===== src/rtl/hdmi_pkg.sv =====
// Shared types and constants for the HDMI YUV422 capture path.
//   cap_state_e    : lock FSM states (SEEK, MEASURE)
//   ycbcr_t        : unpacked 24-bit pixel {y, cb, cr}
//   CHROMA_NEUTRAL : chroma value used when a sample has no Cr partner
package hdmi_pkg;

  typedef enum logic {
    SEEK,
    MEASURE
  } cap_state_e;

  typedef struct packed {
    logic [7:0] y;
    logic [7:0] cb;
    logic [7:0] cr;
  } ycbcr_t;

  localparam logic [7:0] CHROMA_NEUTRAL = 8'h80;

endpackage


===== src/rtl/yuv422_unpack.sv =====
// Two-stage YUV422 -> YCbCr pairing pipeline.
// Ports:
//   clk_i, rst_i : pixel clock, synchronous active-high reset
//   de_i         : sample valid (already registered by the caller)
//   x0_i         : LSB of the sample's x position (0 = carries Cb, 1 = carries Cr)
//   d_i          : {Y, Cb/Cr} sample
//   pix_o        : {Y, Cb, Cr} pixel, two cycles after its sample
//   valid_o      : pix_o holds a pixel
module yuv422_unpack
  import hdmi_pkg::*;
(
  input  logic        clk_i,
  input  logic        rst_i,
  input  logic        de_i,
  input  logic        x0_i,
  input  logic [15:0] d_i,
  output ycbcr_t      pix_o,
  output logic        valid_o
);

  logic        s1De_q;
  logic        s1X0_q;
  logic [15:0] s1D_q;
  logic [7:0]  cbHold_q;
  ycbcr_t      pix_q;
  logic        valid_q;

  // Stage 1 just delays the sample by one cycle so that, for an even
  // sample, its odd partner (carrying Cr) is visible on the inputs.
  always_ff @(posedge clk_i) begin
    if (rst_i) begin
      s1De_q <= 1'b0;
      s1X0_q <= 1'b0;
      s1D_q  <= '0;
    end else begin
      s1De_q <= de_i;
      s1X0_q <= x0_i;
      s1D_q  <= d_i;
    end
  end

  // Stage 2 builds the pixel. An even sample takes Cr from the partner now
  // on the inputs (neutral chroma if the line ended on it) and remembers
  // its Cb; the following odd sample reuses that Cb and its own Cr, so both
  // pixels of a pair carry identical chroma.
  always_ff @(posedge clk_i) begin
    if (rst_i) begin
      valid_q  <= 1'b0;
      pix_q    <= '0;
      cbHold_q <= '0;
    end else begin
      valid_q <= s1De_q;
      if (s1De_q) begin
        if (!s1X0_q) begin
          pix_q    <= '{y: s1D_q[15:8], cb: s1D_q[7:0],
                        cr: (de_i && x0_i) ? d_i[7:0] : CHROMA_NEUTRAL};
          cbHold_q <= s1D_q[7:0];
        end else begin
          pix_q <= '{y: s1D_q[15:8], cb: cbHold_q, cr: s1D_q[7:0]};
        end
      end
    end
  end

  assign pix_o   = pix_q;
  assign valid_o = valid_q;

endmodule


===== src/rtl/hdmi_capture_yuv422.sv =====
// HDMI YUV422 capture: registers the incoming vs/hs/de/data stream, checks
// its timing against the parameters, tracks lock, unpacks to {Y,Cb,Cr},
// decimates and drives the framebuffer write port.
// Ports:
//   clk_i, rst_i       : pixel clock, synchronous active-high reset
//   vs_i, hs_i, de_i   : video syncs / data enable (sync polarity = SYNC_POLARITY)
//   d_i                : [15:8] Y, [7:0] Cb (even x) / Cr (odd x)
//   pxl_addr_o/_data_o : framebuffer write address / {Y,Cb,Cr}
//   pxl_en_o           : write strobe
//   locked_o           : LOCK_FRAMES consecutive good frames seen
//   err_o, frame_o     : bad-frame pulse, vs-edge pulse
// Optional macro CAPTURE_STATS_EN adds line_px_o, lines_o, frame_cnt_o and
// hs_err_o; without it hs_i is unused.
module hdmi_capture_yuv422
  import hdmi_pkg::*;
#(
  parameter int ACTIVE_H_PIXELS = 1280,
  parameter int ACTIVE_LINES    = 720,
  parameter int SYNC_POLARITY   = 0,
  parameter int FRAME_X_SCALE   = 0,
  parameter int FRAME_Y_SCALE   = 0,
  parameter int LOCK_FRAMES     = 2,
  localparam int FB_X         = ACTIVE_H_PIXELS >> FRAME_X_SCALE,
  localparam int FB_Y         = ACTIVE_LINES >> FRAME_Y_SCALE,
  localparam int FB_ADDR_BITS = $clog2(FB_X * FB_Y)
)(
  input  logic                    clk_i,
  input  logic                    rst_i,
  input  logic                    vs_i,
  input  logic                    hs_i,
  input  logic                    de_i,
  input  logic [15:0]             d_i,
  output logic [FB_ADDR_BITS-1:0] pxl_addr_o,
  output logic [23:0]             pxl_data_o,
  output logic                    pxl_en_o,
  output logic                    locked_o,
  output logic                    err_o,
  output logic                    frame_o
`ifdef CAPTURE_STATS_EN
  ,
  output logic [15:0]             line_px_o,
  output logic [15:0]             lines_o,
  output logic [31:0]             frame_cnt_o,
  output logic                    hs_err_o
`endif
);

  localparam logic        SYNC_ACTIVE = SYNC_POLARITY[0];
  localparam logic [15:0] H_PIX       = 16'(ACTIVE_H_PIXELS);
  localparam logic [15:0] V_LINES     = 16'(ACTIVE_LINES);
  localparam logic [15:0] X_MASK      = 16'((1 << FRAME_X_SCALE) - 1);
  localparam logic [15:0] Y_MASK      = 16'((1 << FRAME_Y_SCALE) - 1);
  localparam int          GC_BITS     = $clog2(LOCK_FRAMES + 1);
  localparam logic [GC_BITS-1:0]      LOCK_N   = GC_BITS'(LOCK_FRAMES);
  localparam logic [FB_ADDR_BITS-1:0] ADDR_MAX = FB_ADDR_BITS'(FB_X * FB_Y - 1);

  logic        vsAct_q, vsActPrev_q, de_q, dePrev_q;
  logic [15:0] d_q;
  logic        vsEdge, deRise, deFall;

  // Single input register stage; vs is stored as "active" so the edge
  // detector does not care about polarity.
  always_ff @(posedge clk_i) begin
    if (rst_i) begin
      vsAct_q     <= 1'b0;
      vsActPrev_q <= 1'b0;
      de_q        <= 1'b0;
      dePrev_q    <= 1'b0;
      d_q         <= '0;
    end else begin
      vsAct_q     <= (vs_i == SYNC_ACTIVE);
      vsActPrev_q <= vsAct_q;
      de_q        <= de_i;
      dePrev_q    <= de_q;
      d_q         <= d_i;
    end
  end

  assign vsEdge = vsAct_q & ~vsActPrev_q;
  assign deRise = de_q & ~dePrev_q;
  assign deFall = ~de_q & dePrev_q;

  logic [15:0] xCount_q, yCount_q;
  logic        lineBad_q;

  // x is the index of the sample now in d_q (it sits at 0 while de is low);
  // y counts lines started this frame. A wrong-width line is remembered
  // until the frame is judged at the next vs edge.
  always_ff @(posedge clk_i) begin
    if (rst_i) begin
      xCount_q  <= '0;
      yCount_q  <= '0;
      lineBad_q <= 1'b0;
    end else if (vsEdge) begin
      xCount_q  <= '0;
      yCount_q  <= '0;
      lineBad_q <= 1'b0;
    end else begin
      if (de_q) begin
        if (xCount_q != 16'hFFFF) xCount_q <= xCount_q + 16'd1;
      end else begin
        xCount_q <= '0;
      end
      if (deRise && yCount_q != 16'hFFFF) yCount_q <= yCount_q + 16'd1;
      if (deFall && xCount_q != H_PIX) lineBad_q <= 1'b1;
    end
  end

  logic [15:0] yCur;
  logic        frameGood, keepIn;
  cap_state_e  state_q;
  logic [GC_BITS-1:0] goodCnt_q, goodCnt_d;
  logic        locked_q, locked_d, err_q, frame_q, wrArm_q, evalBad;

  // A line whose de falls in the same cycle as the vs edge still has its
  // width checked here, since the counter block never gets to latch it.
  assign frameGood = ~lineBad_q & ~(deFall & (xCount_q != H_PIX)) &
                     (yCount_q == V_LINES) & ~de_q;

  // On its first cycle a line's y count has not been bumped yet.
  assign yCur   = deRise ? yCount_q : yCount_q - 16'd1;
  assign keepIn = wrArm_q & de_q & (xCount_q < H_PIX) & (yCur < V_LINES) &
                  ((xCount_q & X_MASK) == 16'd0) & ((yCur & Y_MASK) == 16'd0);

  // Next lock state for the frame just finished. Only MEASURE judges
  // frames: the edge that leaves SEEK merely opens the first one.
  always_comb begin
    goodCnt_d = goodCnt_q;
    locked_d  = locked_q;
    evalBad   = 1'b0;
    if (vsEdge && state_q == MEASURE) begin
      if (frameGood) begin
        goodCnt_d = (goodCnt_q == LOCK_N) ? goodCnt_q : goodCnt_q + 1'b1;
        locked_d  = (goodCnt_d == LOCK_N);
      end else begin
        goodCnt_d = '0;
        locked_d  = 1'b0;
        evalBad   = 1'b1;
      end
    end
  end

  // Lock FSM with registered pulses. Write enable for the coming frame is
  // taken from the lock result decided on this same edge and held until the
  // next edge, so a frame is written only if lock held as it began.
  always_ff @(posedge clk_i) begin
    if (rst_i) begin
      state_q   <= SEEK;
      goodCnt_q <= '0;
      locked_q  <= 1'b0;
      err_q     <= 1'b0;
      frame_q   <= 1'b0;
      wrArm_q   <= 1'b0;
    end else begin
      frame_q   <= vsEdge;
      err_q     <= evalBad;
      goodCnt_q <= goodCnt_d;
      locked_q  <= locked_d;
      if (vsEdge) wrArm_q <= locked_d;
      case (state_q)
        SEEK:    if (vsEdge) state_q <= MEASURE;
        MEASURE: state_q <= MEASURE;
        default: state_q <= SEEK;
      endcase
    end
  end

  logic [FB_ADDR_BITS-1:0] addrCnt_q, addr1_q, addr2_q;
  logic                    keep1_q, keep2_q;

  // The write address is handed out when a sample is accepted and then
  // travels with it, so pixels already in flight at a vs edge keep their
  // old-frame addresses while the counter restarts. The counter sticks at
  // the last framebuffer slot instead of wrapping.
  always_ff @(posedge clk_i) begin
    if (rst_i) begin
      addrCnt_q <= '0;
      addr1_q   <= '0;
      addr2_q   <= '0;
      keep1_q   <= 1'b0;
      keep2_q   <= 1'b0;
    end else begin
      keep1_q <= keepIn;
      addr1_q <= addrCnt_q;
      keep2_q <= keep1_q;
      addr2_q <= addr1_q;
      if (vsEdge) addrCnt_q <= '0;
      else if (keepIn && addrCnt_q != ADDR_MAX) addrCnt_q <= addrCnt_q + 1'b1;
    end
  end

  ycbcr_t unpackPix;
  logic   unpackValid;

  yuv422_unpack u_unpack (
    .clk_i   (clk_i),
    .rst_i   (rst_i),
    .de_i    (de_q),
    .x0_i    (xCount_q[0]),
    .d_i     (d_q),
    .pix_o   (unpackPix),
    .valid_o (unpackValid)
  );

  assign pxl_addr_o = addr2_q;
  assign pxl_data_o = unpackPix;
  assign pxl_en_o   = keep2_q & unpackValid;
  assign locked_o   = locked_q;
  assign err_o      = err_q;
  assign frame_o    = frame_q;

`ifdef CAPTURE_STATS_EN
  logic        hsAct_q, hsErr_q;
  logic [15:0] lastWidth_q, linePx_q, lines_q;
  logic [31:0] frameCnt_q;

  // Timing statistics, published on each vs edge; hs during active data
  // is a sticky error until reset.
  always_ff @(posedge clk_i) begin
    if (rst_i) begin
      hsAct_q     <= 1'b0;
      hsErr_q     <= 1'b0;
      lastWidth_q <= '0;
      linePx_q    <= '0;
      lines_q     <= '0;
      frameCnt_q  <= '0;
    end else begin
      hsAct_q <= (hs_i == SYNC_ACTIVE);
      if (hsAct_q && de_q) hsErr_q <= 1'b1;
      if (deFall) lastWidth_q <= xCount_q;
      if (vsEdge) begin
        linePx_q   <= deFall ? xCount_q : lastWidth_q;
        lines_q    <= yCount_q;
        frameCnt_q <= frameCnt_q + 32'd1;
      end
    end
  end

  assign line_px_o   = linePx_q;
  assign lines_o     = lines_q;
  assign frame_cnt_o = frameCnt_q;
  assign hs_err_o    = hsErr_q;
`else
  logic unusedHs;
  assign unusedHs = hs_i;
`endif

endmodule


===== config.mk =====
export PLATFORM = sky130hd
export DESIGN_NAME = hdmi_capture_yuv422
export DESIGN_NICKNAME = d
export VERILOG_FILES = /design/src/rtl/hdmi_pkg.sv /design/src/rtl/yuv422_unpack.sv /design/src/rtl/hdmi_capture_yuv422.sv
export SDC_FILE = /design/constraint.sdc
export NUM_CORES = 1
export LEC_CHECK = 0
export CAP_MARGIN = 10
export CELL_PAD_IN_SITES_DETAIL_PLACEMENT = 0
export CELL_PAD_IN_SITES_GLOBAL_PLACEMENT = 1
export CORE_ASPECT_RATIO = 1.5
export CORE_UTILIZATION = 47
export DETAILED_ROUTE_END_ITERATION = 7
export GPL_ROUTABILITY_DRIVEN = 0
export PLACE_DENSITY = 0.87
export SLEW_MARGIN = 15
export SYNTH_ARGS = -nofsm -noshare
export SYNTH_HDL_FRONTEND = slang
export SYNTH_HIERARCHICAL = 1
export SYNTH_SLANG_ARGS = --single-unit

===== constraint.sdc =====
create_clock -name clk_i -period 7.4 [get_ports clk_i]
set_input_delay 1.11 -clock clk_i [delete_from_list [all_inputs] [get_ports clk_i]]
set_output_delay 1.11 -clock clk_i [all_outputs]
set_load 0.01 [all_outputs]

==> impl_metrics.py <==
metrics = {
    "floorplanning": {
        "die_h_um": 147,
        "die_area_sq_um": 14600,
        "dieWidth_um": 98.9,
        "io_pins": 69,
        "core_area_sq_um": 13600,
        "initial_utilization_pct": 48.7,
        "rows": 52,
    },
    "cts": {
        "ctsResizeCount": 0,
        "hold_buffers": 0,
        "h-tree-depth": 4,
        "cts_tree": "done",
        "path_clk_slew_ns": 0.07,
        "clockBufferDepth": 2,
        "clock_sinks": 173,
        "clkLatencyLatePin_ns": 0.41,
        "postCtsSetupRepairBufs": 0,
        "ctsRootBufferMaster": "clkbuf_16",
        "cts_buffers": 17,
    },
    "critical_path": {
        "startpoint_type": "flip-flop",
        "slowest_stage": "or4_1",
        "crit_required_ns": 7.70,
        "critPathTopFamily": "simple AND/OR/NAND/NOR gates",
        "path_depth": 8,
        "end_kind": "flip-flop",
        "critPathMaxFanout": 9,
        "worstPathCellList": "or4_4 -> or4_1 -> o21a_1 -> or4_4 -> a21oi_4 -> and4_1 -> a31oi_1 -> a41o_1",
        "worstPathBufferInverterCount": 0,
        "crit_top_cell": "or4_4",
        "worstRegToRegCells": 8,
        "crit_arrival_ns": 3.71,
        "slowest_delay_ns": 0.60,
        "path_class": "reg -> reg",
    },
    "timing": {
        "relSlewSlack_pct": 37.1,
        "period_minus_slack_ns": 3.41,
        "fin_skew_ns": 0.0113,
        "tightest_slew_ns": 0.935,
        "rsz0062_at_grt": "no",
        "finalSetupTns_ns": 0,
        "min_period_over_period_pct": 46.1,
        "setup_viol": 0,
        "max_freq_ghz": 0.293,
        "hold_viol_final": 0,
        "slew_viol_final": 0,
    },
    "drt": {
        "drtIter0Drc": 236,
        "drcViolationCount": 0,
        "wire_per_inst_um": 13.6,
        "vias": 4805,
        "drt_first_pass_iters": 6,
        "routed_via_density": 5.25,
        "antenna_left": 0,
        "routed_wl_um": 12500,
    },
    "synth": {
        "ys_types": 61,
        "synthArstFlopShare_pct": 0,
        "synthCells": 689,
        "synth_edf_count": 0,
        "syn_area_sq_um": 6630,
        "synthFlopType": "dfxtp_1",
        "synth-seq-area-share_pct": 52.3,
        "synth-seq-cells": 173,
        "avgSynthCellArea_sq_um": 9.62,
        "syn-num-nets": 716,
        "ys_warn_count": 6,
    },
    "global_routing": {
        "grtUsageTotal_pct": 18.2,
        "grt_pass1_vias": 4598,
        "antenna_found_initial": 0,
        "grt_pass1_wl_um": 21600,
        "grt-ovfl-total": 0,
        "grt_max_degree": 99,
    },
    "pwr": {
        "pwr_density_cell_nw_per_um2": 238,
        "seq_power_share_pct": 50.9,
        "clockPowerShare_pct": 44.9,
        "swShare_pct": 23.8,
        "p_leak_nw": 2.91,
        "p_int_mw": 1.43,
        "p_sw_uw": 446,
        "irDropWorstVdd_v": 0.000125,
        "pwr-share-comb_pct": 4.2,
    },
    "final_layout": {
        "postLayoutCoreUtil_pct": 57.9,
        "layout-drive-gt1-share_pct": 6.64,
        "most-common-layout-cells": "dfxtp_1 (173), nor2b_1 (80), nor2_1 (78)",
        "final_net_count": 767,
        "antenna_cells": 0,
        "final_common_cell": "dfxtp_1",
        "syn_to_final_growth_pct": 18.8,
        "fin_cells": 915,
    },
    "worst_hold_path": {
        "hold_path_depth": 1,
        "hp-class": "reg -> reg",
    },
    "run": {
        "maxCapViolCount": 0,
    },
    "status": {
        "outcome": "finished, final reports clean",
    },
    "place": {
        "dp.cells": 883,
        "io_buffers": 67,
        "dp_hpwl_um": 8470,
    },
}
-- kinds of logic after synthesis --
kind of cell | Yosys count | share of synthesized area, %
mux | 20 | 3.02
buf+inv | 50 | 3.95
compound gates | 66 | 7.18
flops | 173 | 52.3
simple gates | 338 | 27.7
xor+xnor | 36 | 4.76
fa+ha+maj | 6 | 1.13
-- per-layer routing --
metal | vias to the layer above | wire [um] | global-route usage (%)
met3 | 8 | 365 | 3.45
met5 | - | 0 | 0
met2 | 100 | 6610 | 33.4
met4 | 0 | 97 | 5.60
li1 | 2449 | - | -
met1 | 2248 | 5410 | 21.2
-- cell usage after synthesis (7+ instances only) --
cell      instances  area share (%)
clkbuf_1         19             1.1
or3_1             9            0.85
nand3_1          30             2.3
nor2b_1          80             7.6
and3_1           13             1.2
a21oi_1          21             1.6
nor3b_1           7            0.79
nand2_1          46             2.6
nor2_1           78             4.4
a221o_1           7             1.1
inv_1            13            0.74
nor3_1           16             1.2
dfxtp_1         173              52
nand4_1          14             1.3
xnor2_1          10             1.3
mux2i_1          20             3.0
a211oi_1          8            0.91
xor2_1           26             3.4
-- flip-flops by register name, indices dropped and copies added, names as in the netlist, 2 cells and up --
| signal | cells |
|---|---|
| xCount_q | 16 |
| addr1_q | 20 |
| u_unpack/cbHold_q | 8 |
| d_q | 16 |
| u_unpack/s1D_q | 16 |
| yCount_q | 16 |
| goodCnt_q | 2 |
| u_unpack/pix_o | 24 |
| pxl_addr_o | 20 |
| addrCnt_q | 20 |
-- stage by stage --
step / total power [mW] / worst slack (ns) / area, sq um / hold WS (ns)
floorplan: 1.03 / 4.27 / 6630 / 0.414
global placement: 1.05 / 4.03 / 7300 / 0.416
detailed placement: 1.05 / 4.02 / 7300 / 0.420
CTS: 1.90 / 4.00 / 7870 / 0.433
global route: 1.95 / 3.85 / 7870 / 0.446
finish: 1.87 / 3.99 / 7870 / 0.429
-- power groups by stage --
stage	logic (mW)	clock network, mW	registers (mW)
after floorplan	0.0526	0	0.975
after global placement	0.0777	0	0.975
after detailed placement	0.0791	0	0.976
after global routing	0.0875	0.909	0.956
final	0.0789	0.841	0.955
after CTS	0.0796	0.862	0.955
-- path summary, 6_finish.rpt --
kind | from | end | slack, ns
worst min register to register | addr1_q[19]$_SDFF_PP0_ | pxl_addr_o[19]$_SDFF_PP0_ | 0.43
worst min-delay path | addr1_q[19]$_SDFF_PP0_ | pxl_addr_o[19]$_SDFF_PP0_ | 0.43
worst max-delay path | yCount_q[0]$_SDFFE_PP0P_ | addrCnt_q[13]$_SDFFE_PP0P_ | 3.99
worst max register to register | yCount_q[0]$_SDFFE_PP0P_ | addrCnt_q[13]$_SDFFE_PP0P_ | 3.99
-- final cells by class --
| type | instances | area [sq um] |
|---|---|---|
| clock inverters | 15 | 144 |
| repair buffers | 69 | 683 |
| fillers | 1173 | 5730 |
| multi-input cells | 466 | 2900 |
| flip-flops and latches | 173 | 3460 |
| well taps | 162 | 203 |
| inverters | 13 | 48.8 |
| clock buffers | 17 | 425 |
Power figures use the tool's default switching activity.
